<file path="config.mk">
export PLATFORM = sky130hd
export DESIGN_NAME = div_unit
export DESIGN_NICKNAME = d
export VERILOG_FILES = /design/src/rtl/div_unit.sv
export SDC_FILE = /design/constraint.sdc
export NUM_CORES = 1
export LEC_CHECK = 0
export BUFFER_PORTS_ARGS = -buffer_cell sky130_fd_sc_hd__buf_4
export CAP_MARGIN = 10
export CORE_ASPECT_RATIO = 0.75
export CORE_MARGIN = 8
export CORE_UTILIZATION = 45
export CTS_CLUSTER_DIAMETER = 50
export DETAILED_ROUTE_END_ITERATION = 16
export HOLD_SLACK_MARGIN = 0.12
export MAX_ROUTING_LAYER = met4
export SLEW_MARGIN = 10
export SYNTH_ARGS = -nofsm -noshare
export SYNTH_HDL_FRONTEND = slang
export SYNTH_SLANG_ARGS = --single-unit
</file>
<file path="constraint.sdc">
create_clock -name clk -period 5.75 [get_ports clk]
set_clock_uncertainty 0.1 [all_clocks]
set_input_delay 1.15 -clock clk [delete_from_list [all_inputs] [get_ports clk]]
set_output_delay 1.15 -clock clk [all_outputs]
set_load 0.01 [all_outputs]
</file>
<file path="src/rtl/div_unit.sv">
// Iterative radix-2 restoring divider for RV32M DIV/DIVU/REM/REMU, one quotient bit per cycle.
// Optional feature: define DIV_EARLY_OUT_EN to finish in one cycle when |dividend| < |divisor|.
module div_unit #(
  parameter int unsigned XLEN = 32
) (
  input  logic            clk,
  input  logic            reset,
  input  logic            start,
  input  logic [1:0]      op,
  input  logic [XLEN-1:0] dividend,
  input  logic [XLEN-1:0] divisor,
  input  logic            flush,
  output logic [XLEN-1:0] result,
  output logic            valid,
  output logic            busy,
  output logic            stall
);

  typedef enum logic [1:0] {StIdle, StCalc, StDone} state_e;

  localparam logic [5:0]      LastIter = 6'(XLEN - 1);
  localparam logic [XLEN-1:0] MinNeg   = {1'b1, {(XLEN-1){1'b0}}};

  state_e          state_q;
  logic [1:0]      op_q;
  logic [XLEN-1:0] rem_q, quo_q, dvsr_q, result_q;
  logic            neg_quo_q, neg_rem_q, valid_q;
  logic [5:0]      cnt_q;

  logic            is_signed, a_neg, b_neg, div_zero, overflow, early;
  logic [XLEN-1:0] mag_a, mag_b, special_res, early_res;
  logic [XLEN:0]   rem_sh, trial;
  logic [XLEN-1:0] rem_nx, quo_nx, fin_quo, fin_rem, fin_res;

  always_comb begin
    is_signed   = ~op[0];
    a_neg       = is_signed & dividend[XLEN-1];
    b_neg       = is_signed & divisor[XLEN-1];
    mag_a       = a_neg ? -dividend : dividend;
    mag_b       = b_neg ? -divisor : divisor;
    div_zero    = (divisor == '0);
    overflow    = is_signed & (dividend == MinNeg) & (divisor == '1);
    special_res = div_zero ? (op[1] ? dividend : '1) : (op[1] ? '0 : MinNeg);
`ifdef DIV_EARLY_OUT_EN
    early       = (mag_a < mag_b);
`else
    early       = 1'b0;
`endif
    // Quotient is zero, so the remainder is the original signed dividend.
    early_res   = op[1] ? dividend : '0;
  end

  // One restoring step; rem_sh needs XLEN+1 bits because 2*rem+1 can exceed XLEN bits.
  always_comb begin
    rem_sh  = {rem_q, quo_q[XLEN-1]};
    trial   = rem_sh - {1'b0, dvsr_q};
    rem_nx  = trial[XLEN] ? rem_sh[XLEN-1:0] : trial[XLEN-1:0];
    quo_nx  = {quo_q[XLEN-2:0], ~trial[XLEN]};
    fin_quo = neg_quo_q ? -quo_nx : quo_nx;
    fin_rem = neg_rem_q ? -rem_nx : rem_nx;
    fin_res = op_q[1] ? fin_rem : fin_quo;
  end

  always_ff @(posedge clk) begin
    if (reset) begin
      state_q   <= StIdle;
      op_q      <= '0;
      rem_q     <= '0;
      quo_q     <= '0;
      dvsr_q    <= '0;
      result_q  <= '0;
      neg_quo_q <= 1'b0;
      neg_rem_q <= 1'b0;
      valid_q   <= 1'b0;
      cnt_q     <= '0;
    end else if (flush) begin
      state_q <= StIdle;
      valid_q <= 1'b0;
    end else begin
      unique case (state_q)
        StIdle: begin
          valid_q <= 1'b0;
          if (start) begin
            if (div_zero || overflow) begin
              result_q <= special_res;
              valid_q  <= 1'b1;
              state_q  <= StDone;
            end else if (early) begin
              result_q <= early_res;
              valid_q  <= 1'b1;
              state_q  <= StDone;
            end else begin
              op_q      <= op;
              quo_q     <= mag_a;
              dvsr_q    <= mag_b;
              rem_q     <= '0;
              neg_quo_q <= a_neg ^ b_neg;
              neg_rem_q <= a_neg;
              cnt_q     <= '0;
              state_q   <= StCalc;
            end
          end
        end
        StCalc: begin
          rem_q <= rem_nx;
          quo_q <= quo_nx;
          cnt_q <= cnt_q + 6'd1;
          if (cnt_q == LastIter) begin
            result_q <= fin_res;
            valid_q  <= 1'b1;
            state_q  <= StDone;
          end
        end
        StDone: begin
          valid_q <= 1'b0;
          state_q <= StIdle;
        end
        default: state_q <= StIdle;
      endcase
    end
  end

  assign result = result_q;
  assign valid  = valid_q & ~flush;
  assign busy   = (state_q != StIdle);
  // Must not depend on the operands: they arrive through the forwarding network.
  assign stall  = ((state_q == StIdle) & start & ~flush) | (state_q == StCalc);

endmodule
</file>
==> results of run 1 <==
## final cells by class
class	count	area, um^2
inverter	65	244
clock inverter	9	113
sequential	140	2800
fill	2609	12300
clock buffer	22	474
tap	344	430
multi-input combinational	1350	8370
timing repair buffer	140	1060
## how the worst max path moves through the flow
stage | from | to | slack [ns] | depth (start not counted)
6_report | quo_q[31]$_SDFFE_PP0P_ | result[30]$_SDFFE_PP0P_ | 0.42 | 20
5_1_grt | quo_q[31]$_SDFFE_PP0P_ | result[30]$_SDFFE_PP0P_ | 0.08 | 20
4_1_cts | quo_q[31]$_SDFFE_PP0P_ | result[30]$_SDFFE_PP0P_ | 0.44 | 20
3_5_place_dp | quo_q[31]$_SDFFE_PP0P_ | result[30]$_SDFFE_PP0P_ | 0.46 | 20
3_3_place_gp | quo_q[31]$_SDFFE_PP0P_ | result[30]$_SDFFE_PP0P_ | 0.54 | 20
2_1_floorplan | quo_q[31]$_SDFFE_PP0P_ | result[30]$_SDFFE_PP0P_ | 0.49 | 23
## routing by layer
layer  GRT usage, %  up-vias  wire length, um
li1               -     6159                -
met1           40.4     5996            21300
met2           37.6      568            17600
met3           8.12       42             4640
met4           5.48        0              565
met5              -        -                0
## cell usage in the layout, fill, tap and decap left out, types with 7 or more instances in the layout
cell / netlist / routed
sky130_fd_sc_hd__and3_1: 10 / 9
sky130_fd_sc_hd__o31ai_1: 23 / 23
sky130_fd_sc_hd__mux2i_1: 25 / 25
sky130_fd_sc_hd__and2_1: 13 / 13
sky130_fd_sc_hd__a311oi_1: 12 / 12
sky130_fd_sc_hd__or4_1: 14 / 14
sky130_fd_sc_hd__nand2b_1: 12 / 11
sky130_fd_sc_hd__o21ai_0: 115 / 115
sky130_fd_sc_hd__ha_1: 41 / 40
sky130_fd_sc_hd__buf_4: 0 / 139
sky130_fd_sc_hd__nor3_1: 42 / 41
sky130_fd_sc_hd__mux2_2: 7 / 7
sky130_fd_sc_hd__a21oi_1: 146 / 145
sky130_fd_sc_hd__clkbuf_16: 0 / 17
sky130_fd_sc_hd__nand2_1: 203 / 203
sky130_fd_sc_hd__nor4_1: 23 / 23
sky130_fd_sc_hd__xor2_1: 61 / 61
sky130_fd_sc_hd__a2111oi_0: 12 / 12
sky130_fd_sc_hd__a21o_1: 20 / 20
sky130_fd_sc_hd__a22oi_1: 16 / 16
sky130_fd_sc_hd__xnor2_1: 68 / 68
sky130_fd_sc_hd__o211ai_1: 29 / 29
sky130_fd_sc_hd__nand4_1: 24 / 24
sky130_fd_sc_hd__a31oi_1: 21 / 21
sky130_fd_sc_hd__or3_1: 26 / 26
sky130_fd_sc_hd__inv_1: 63 / 63
sky130_fd_sc_hd__nor2_1: 196 / 196
sky130_fd_sc_hd__dfxtp_1: 140 / 140
sky130_fd_sc_hd__o41ai_1: 10 / 10
sky130_fd_sc_hd__nand3_1: 16 / 16
sky130_fd_sc_hd__a211oi_1: 43 / 43
## power by group through the flow
stage	registers [mW]	clock network [mW]	logic (mW)
final	1.07	1.14	0.849
after detailed placement	1.08	0	0.824
after global placement	1.08	0	0.822
after CTS	1.06	1.15	0.829
after floorplan	1.07	0	0.546
after global routing	1.07	1.20	0.920
## cell families after synthesis
group	share of synthesized area [%]
flip-flops	23.8
AO/OA/AOI/OAI	29.4
adder cells (fa/ha/maj)	4.52
XOR/XNOR	9.58
AND/OR/NAND/NOR	24.5
multiplexers	2.88
buffers and inverters	5.44
## registers in the layout, summed over array words and instances (netlist names), 2 cells and up
| name | flops |
|---|---|
| quo_q | 32 |
| dvsr_q | 32 |
| cnt_q | 6 |
| result | 32 |
| state_q | 2 |
| rem_q | 32 |
## worst max-delay path, cell delays in order, from the launching register on
cell and delay, ns:
sky130_fd_sc_hd__dfxtp_1 0.34, sky130_fd_sc_hd__inv_1 0.08, sky130_fd_sc_hd__ha_1 0.16, sky130_fd_sc_hd__inv_1 0.05
sky130_fd_sc_hd__fa_1 0.42, sky130_fd_sc_hd__a211oi_1 0.31, sky130_fd_sc_hd__nor3_1 0.13, sky130_fd_sc_hd__nor2_1 0.17
sky130_fd_sc_hd__o32a_1 0.20, sky130_fd_sc_hd__mux2_2 0.38, sky130_fd_sc_hd__nor2_4 0.21, sky130_fd_sc_hd__mux2i_1 0.27
sky130_fd_sc_hd__ha_1 0.23, sky130_fd_sc_hd__nand2_1 0.06, sky130_fd_sc_hd__or4b_4 0.54, sky130_fd_sc_hd__or3_4 0.37
sky130_fd_sc_hd__o41a_4 0.42, sky130_fd_sc_hd__a21oi_4 0.16, sky130_fd_sc_hd__a31oi_1 0.11, sky130_fd_sc_hd__mux2_1 0.33
sky130_fd_sc_hd__a32o_1 0.20
## through the flow
step | hold WS, ns | setup WS [ns]
global route | 0.381 | 0.0813
finish | 0.342 | 0.416
CTS | 0.344 | 0.440
detailed placement | 0.336 | 0.463
floorplan | 0.332 | 0.491
global placement | 0.337 | 0.535
==> impl_metrics.env, run 1 <==
export IMPL_hold_fix_buffers_cts=0
export IMPL_syn_area_per_cell_um2=7.13
export IMPL_cell_count_after_placement=2039
export IMPL_yosysMostFrequentCell="sky130_fd_sc_hd__nand2_1"
export IMPL_clk_pin_slew_worst_paths_ns=0.07
export IMPL_routed_wire_length_per_instance_um=21.3
export IMPL_postCtsResizedCells=0
export IMPL_synth_async_reset_ratio_pct=0
export IMPL_post_cts_setup_driven_buffer_insertion_count=0
export IMPL_grt_setup_unrepaired="no"
export IMPL_critical_path_startpoint_type="flip-flop"
export IMPL_detailed_place_area_um2=12900
export IMPL_register_bit_count_reported_by_yosys=140
export IMPL_synth_edff_count=0
export IMPL_pwr_share_clk_pct=37.3
export IMPL_layout_worst_path_cycle_share_pct=92.8
export IMPL_initial_utilization_pct=45.6
export IMPL_path_class="reg -> reg"
export IMPL_tritoncts="built"
export IMPL_slew_headroom_pct=19.8
export IMPL_final_area_um2=13500
export IMPL_synthTopCellsByArea="sky130_fd_sc_hd__dfxtp_1, sky130_fd_sc_hd__nand2_1, sky130_fd_sc_hd__nor2_1"
export IMPL_antenna_found_initial=0
export IMPL_timing_hold_violations_final=0
export IMPL_cts_max_level=4
export IMPL_outcome="finished clean"
export IMPL_nNetsFinal=1826
export IMPL_tightestPinTransition_ns=1.20
export IMPL_synth_distinct_cells=83
export IMPL_gr_total_overflow=0
export IMPL_postLayoutCoreUtil_pct=52.2
export IMPL_remaining_antenna_violation_count=0
export IMPL_pin_count=105
export IMPL_synth_seq_area_share_pct=23.8
export IMPL_ir_drop_uv=205
export IMPL_max_freq_mhz=187
export IMPL_min_from="result[31]$_SDFFE_PP0P_"
export IMPL_first_global_vias=11699
export IMPL_worst_endpoint_arrival_ns=5.56
export IMPL_hold_depth=2
export IMPL_floorplan_die_area_um2=31700
export IMPL_holdPathEnd="result[31]$_SDFFE_PP0P_"
export IMPL_timing_setup_tns_ns=0
export IMPL_grt_start_max_net_pins=75
export IMPL_worstPathRequired_ns=5.98
export IMPL_routed_via_count=12765
export IMPL_finalWirelength_mm=44.1
export IMPL_clk_root_buffer_cell="sky130_fd_sc_hd__clkbuf_16"
export IMPL_cts_buffer_depth=2
export IMPL_power_frac_seq_pct=34.9
export IMPL_stdcell_count=2070
export IMPL_die_height_um=156
export IMPL_area_of_the_mapped_netlist_um2=11800
export IMPL_horizontal_die_dimension_um=203
export IMPL_numPortBuffers=104
export IMPL_layout_min_cycle_time_ns=5.33
export IMPL_sw_frac_of_total_pct=34.8
export IMPL_synth_top_flop_cell="sky130_fd_sc_hd__dfxtp_1"
export IMPL_dp_hpwl_mm=34.0
export IMPL_critical_path_reg2reg_endpoint="result[30]$_SDFFE_PP0P_"
export IMPL_area_growth_syn_to_layout_pct=14.4
export IMPL_cells_after_synthesis=1655
export IMPL_ff2ff_setup_slack_ns=0.42
export IMPL_power_switching_mw=1.06
export IMPL_post_synth_top_area_cell="sky130_fd_sc_hd__dfxtp_1"
export IMPL_routed_via_density=6.17
export IMPL_max_cap_violations=0
export IMPL_totalPowerFinal_mw=3.05
export IMPL_report_final_setup_viol=0
export IMPL_p_per_area_nw_per_um2=226
export IMPL_sinks_on_the_clock_net=140
export IMPL_p_int_mw=1.99
export IMPL_drtPass1Iterations=6
export IMPL_yosys_top_cells_count="sky130_fd_sc_hd__nand2_1, sky130_fd_sc_hd__nor2_1, sky130_fd_sc_hd__a21oi_1"
export IMPL_wire_length_of_the_first_global_routing_pass_mm=68.1
export IMPL_worst_r2r_cell_count=20
export IMPL_cts_buffers=17
export IMPL_netlist_area_leader_share_pct=23.8
export IMPL_antenna_diode_count=0
export IMPL_layout_drive_gt1_share_pct=11.8
export IMPL_final_max_slew_violation_count=0
export IMPL_gp_congestion=0.984
export IMPL_post_route_drc_count=0
export IMPL_critPathCaptureType="flip-flop"
export IMPL_combinationalPowerShare_pct=27.8
export IMPL_grtUsageTotal_pct=27.9
export IMPL_placement_rows=51
export IMPL_core_um2=25800
export IMPL_r2r_start="quo_q[31]$_SDFFE_PP0P_"
export IMPL_class_of_the_most_critical_hold_timing_path="reg -> reg"
export IMPL_worstSkewPairLatency_ns=0.44
export IMPL_initialDrtViolationCount=1315
export IMPL_yosys_warnings=0
export IMPL_number_of_nets_produced_by_synthesis=1767
export IMPL_timing_critical_path_fanout_max=6
export IMPL_power_leakage_nw=5.03
Note: power is estimated with default switching activity, not from simulation.
==> inputs of run 2 (changes only) <==
- CELL_PAD_IN_SITES_DETAIL_PLACEMENT: unset -> 1
- CELL_PAD_IN_SITES_GLOBAL_PLACEMENT: unset -> 1
- PLACE_DENSITY_LB_ADDON: unset -> 0.1
==> impl_metrics.env, run 2 (synthesis gave the netlist of run 1 again) <==
export IMPL_ff2ff_setup_slack_ns=0.30
export IMPL_initial_utilization_pct=45.6
export IMPL_timing_critical_path_slowest_cell_delay_ns=0.54
export IMPL_cts_buffer_depth=2
export IMPL_detailed_place_area_um2=12900
export IMPL_tritoncts="built"
export IMPL_multiInputGateArea_um2=8390
export IMPL_post_cts_setup_driven_buffer_insertion_count=0
export IMPL_commonest_non_fill_non_tap_cell_in_the_layout="sky130_fd_sc_hd__nand2_1"
export IMPL_path_class="reg -> reg"
export IMPL_core_um2=25800
export IMPL_outcome="finished clean"
export IMPL_highest_delay_cell_along_the_critical_path="sky130_fd_sc_hd__or4b_4"
export IMPL_timing_hold_violations_final=0
export IMPL_placement_rows=51
export IMPL_final_fill_count=3319
export IMPL_worst_r2r_cell_count=22
export IMPL_first_global_vias=13141
export IMPL_max_freq_mhz=183
export IMPL_final_area_um2=13500
export IMPL_finalWirelength_mm=48.4
export IMPL_class_of_the_most_critical_hold_timing_path="reg -> reg"
export IMPL_timing_critical_path_mode_cell="sky130_fd_sc_hd__inv_1"
export IMPL_routedLengthMet1_mm=22.7
export IMPL_power_leakage_nw=5.03
export IMPL_drtPass1Iterations=5
export IMPL_finalWorstSetupSlack_ns=0.296
export IMPL_worstSkewPairLatency_ns=0.45
export IMPL_timing_critical_path_fanout_max=18
export IMPL_worst_setup_slack_after_placement_ns=0.309
export IMPL_grtUsageTotal_pct=30.8
export IMPL_met3_wirelength_mm=4.13
export IMPL_post_route_drc_count=0
export IMPL_final_max_slew_violation_count=0
export IMPL_grt_start_max_net_pins=78
export IMPL_critical_path_reg2reg_endpoint="result[30]$_SDFFE_PP0P_"
export IMPL_wl_met2_mm=20.7
export IMPL_register_cell_area_after_layout_um2=2800
export IMPL_hold_depth=2
export IMPL_clk_root_buffer_cell="sky130_fd_sc_hd__clkbuf_16"
export IMPL_remaining_antenna_violation_count=0
export IMPL_cts_buffers=17
export IMPL_routed_via_density=6.40
export IMPL_sinks_on_the_clock_net=140
export IMPL_antenna_found_initial=0
export IMPL_layout_drive_gt1_share_pct=11.6
export IMPL_p_per_area_nw_per_um2=235
export IMPL_cts_max_level=4
export IMPL_tightestPinTransition_ns=1.28
export IMPL_antenna_diode_count=0
export IMPL_r2r_start="quo_q[31]$_SDFFE_PP0P_"
export IMPL_layout_cells_most_common_list="sky130_fd_sc_hd__nand2_1, sky130_fd_sc_hd__nor2_1, sky130_fd_sc_hd__a21oi_1, sky130_fd_sc_hd__dfxtp_1, sky130_fd_sc_hd__buf_4"
export IMPL_gp_congestion=0.932
export IMPL_nNetsFinal=1819
export IMPL_layout_worst_path_cycle_share_pct=94.8
export IMPL_slew_headroom_pct=13.7
export IMPL_pin_count=105
export IMPL_crit_chain="inv_1 > ha_1 > inv_1 > fa_1 > a211oi_2 > nor3_1 > nor2_1 > o32a_1 > mux2_2 > nor2_4 > buf_6 > a21oi_1 > inv_1 > ha_1 > nand2_1 > or4b_4 > or3_4 > o41a_4 > a21oi_4 > a31oi_1 > mux2_1 > a32o_1"
export IMPL_critical_path_startpoint_type="flip-flop"
export IMPL_dp_hpwl_mm=36.4
export IMPL_routed_via_count=13207
export IMPL_maxUsedRoutingLayer="met4"
export IMPL_worstPathRequired_ns=5.98
export IMPL_clk_pin_slew_worst_paths_ns=0.06
export IMPL_ir_drop_uv=227
export IMPL_layout_min_cycle_time_ns=5.45
export IMPL_area_growth_syn_to_layout_pct=14.6
export IMPL_horizontal_die_dimension_um=203
export IMPL_die_height_um=156
export IMPL_wire_length_of_the_first_global_routing_pass_mm=75.5
export IMPL_grt_setup_unrepaired="no"
export IMPL_report_final_setup_viol=0
export IMPL_numPortBuffers=104
export IMPL_timing_setup_tns_ns=0
export IMPL_holdPathEnd="dvsr_q[31]$_SDFFE_PP0P_"
export IMPL_critPathCaptureType="flip-flop"
export IMPL_max_cap_violations=0
export IMPL_min_from="dvsr_q[31]$_SDFFE_PP0P_"
export IMPL_floorplan_die_area_um2=31700
export IMPL_routed_wire_length_per_instance_um=23.4
export IMPL_gr_total_overflow=0
export IMPL_initialDrtViolationCount=1026
export IMPL_worst_endpoint_arrival_ns=5.68
run 2: cell count changes in the layout (fill, tap and decap cells not counted), moves of 2 or more:
cell / previous run / this run
sky130_fd_sc_hd__bufinv_16: 2 / 4
sky130_fd_sc_hd__buf_4: 139 / 131
sky130_fd_sc_hd__clkbuf_1: 2 / 0
sky130_fd_sc_hd__clkinv_2: 1 / 3
run 2: through the flow:
stage                     utilization (%)  power, mW  instances  hold slack (ns)
after floorplan                         -       1.62       1655            0.332
after detailed placement             49.8       1.93       2032            0.349
after global placement               49.8       1.91       2032            0.341
after CTS                            52.2       3.17       2063            0.356
after global routing                 52.3       3.30       2063            0.385
final                                52.3       3.18       2063            0.356
run 2: layout make-up:
class / instances / area share, %
flip-flops and latches: 140 / 20.7
repair buffers: 133 / 7.51
multi-input cells: 1350 / 62.1
clock buffers: 20 / 3.45
clock inverters: 11 / 1.23
well taps: 344 / 3.18
inverters: 65 / 1.81
run 2: what timing repair did:
| action | 4_1_cts | 5_1_grt |
|---|---|---|
| setup endpoints to repair | 0 | 6 |
| hold buffers | 0 | 0 |
| gates resized for setup | 0 | 4 |
run 2: where the power goes:
group / total, mW / internal, mW / switching (mW)
clock network: 1.24 / 0.757 / 0.480
logic: 0.874 / 0.298 / 0.576
registers: 1.07 / 1.02 / 0.0508
total: 3.18 / 2.07 / 1.11
run 2: worst max path at each step:
stage / from / end / slack, ns
detailed placement: rem_q[16]$_SDFFE_PP0P_ / result[30]$_SDFFE_PP0P_ / 0.31
floorplan: quo_q[31]$_SDFFE_PP0P_ / result[30]$_SDFFE_PP0P_ / 0.49
CTS: quo_q[31]$_SDFFE_PP0P_ / result[30]$_SDFFE_PP0P_ / 0.20
global placement: rem_q[16]$_SDFFE_PP0P_ / result[30]$_SDFFE_PP0P_ / 0.42
global route: quo_q[31]$_SDFFE_PP0P_ / result[30]$_SDFFE_PP0P_ / 0.008
finish: quo_q[31]$_SDFFE_PP0P_ / result[30]$_SDFFE_PP0P_ / 0.30
run 2: per-layer routing:
metal  vias to the layer above  GRT usage [%]
met5                         -              -
met4                         0           7.44
met3                        57           6.84
met2                       532           44.9
met1                      6486           42.8
li1                       6132              -
run 2: critical path, delay by kind of cell, from the launching register on:
| kind | cells | cell delay [ns] |
|---|---|---|
| mux | 2 | 0.72 |
| fa+ha+maj | 3 | 0.83 |
| simple gates | 6 | 1.39 |
| buf+inv | 4 | 0.46 |
| flops | 1 | 0.34 |
| compound gates | 7 | 1.48 |
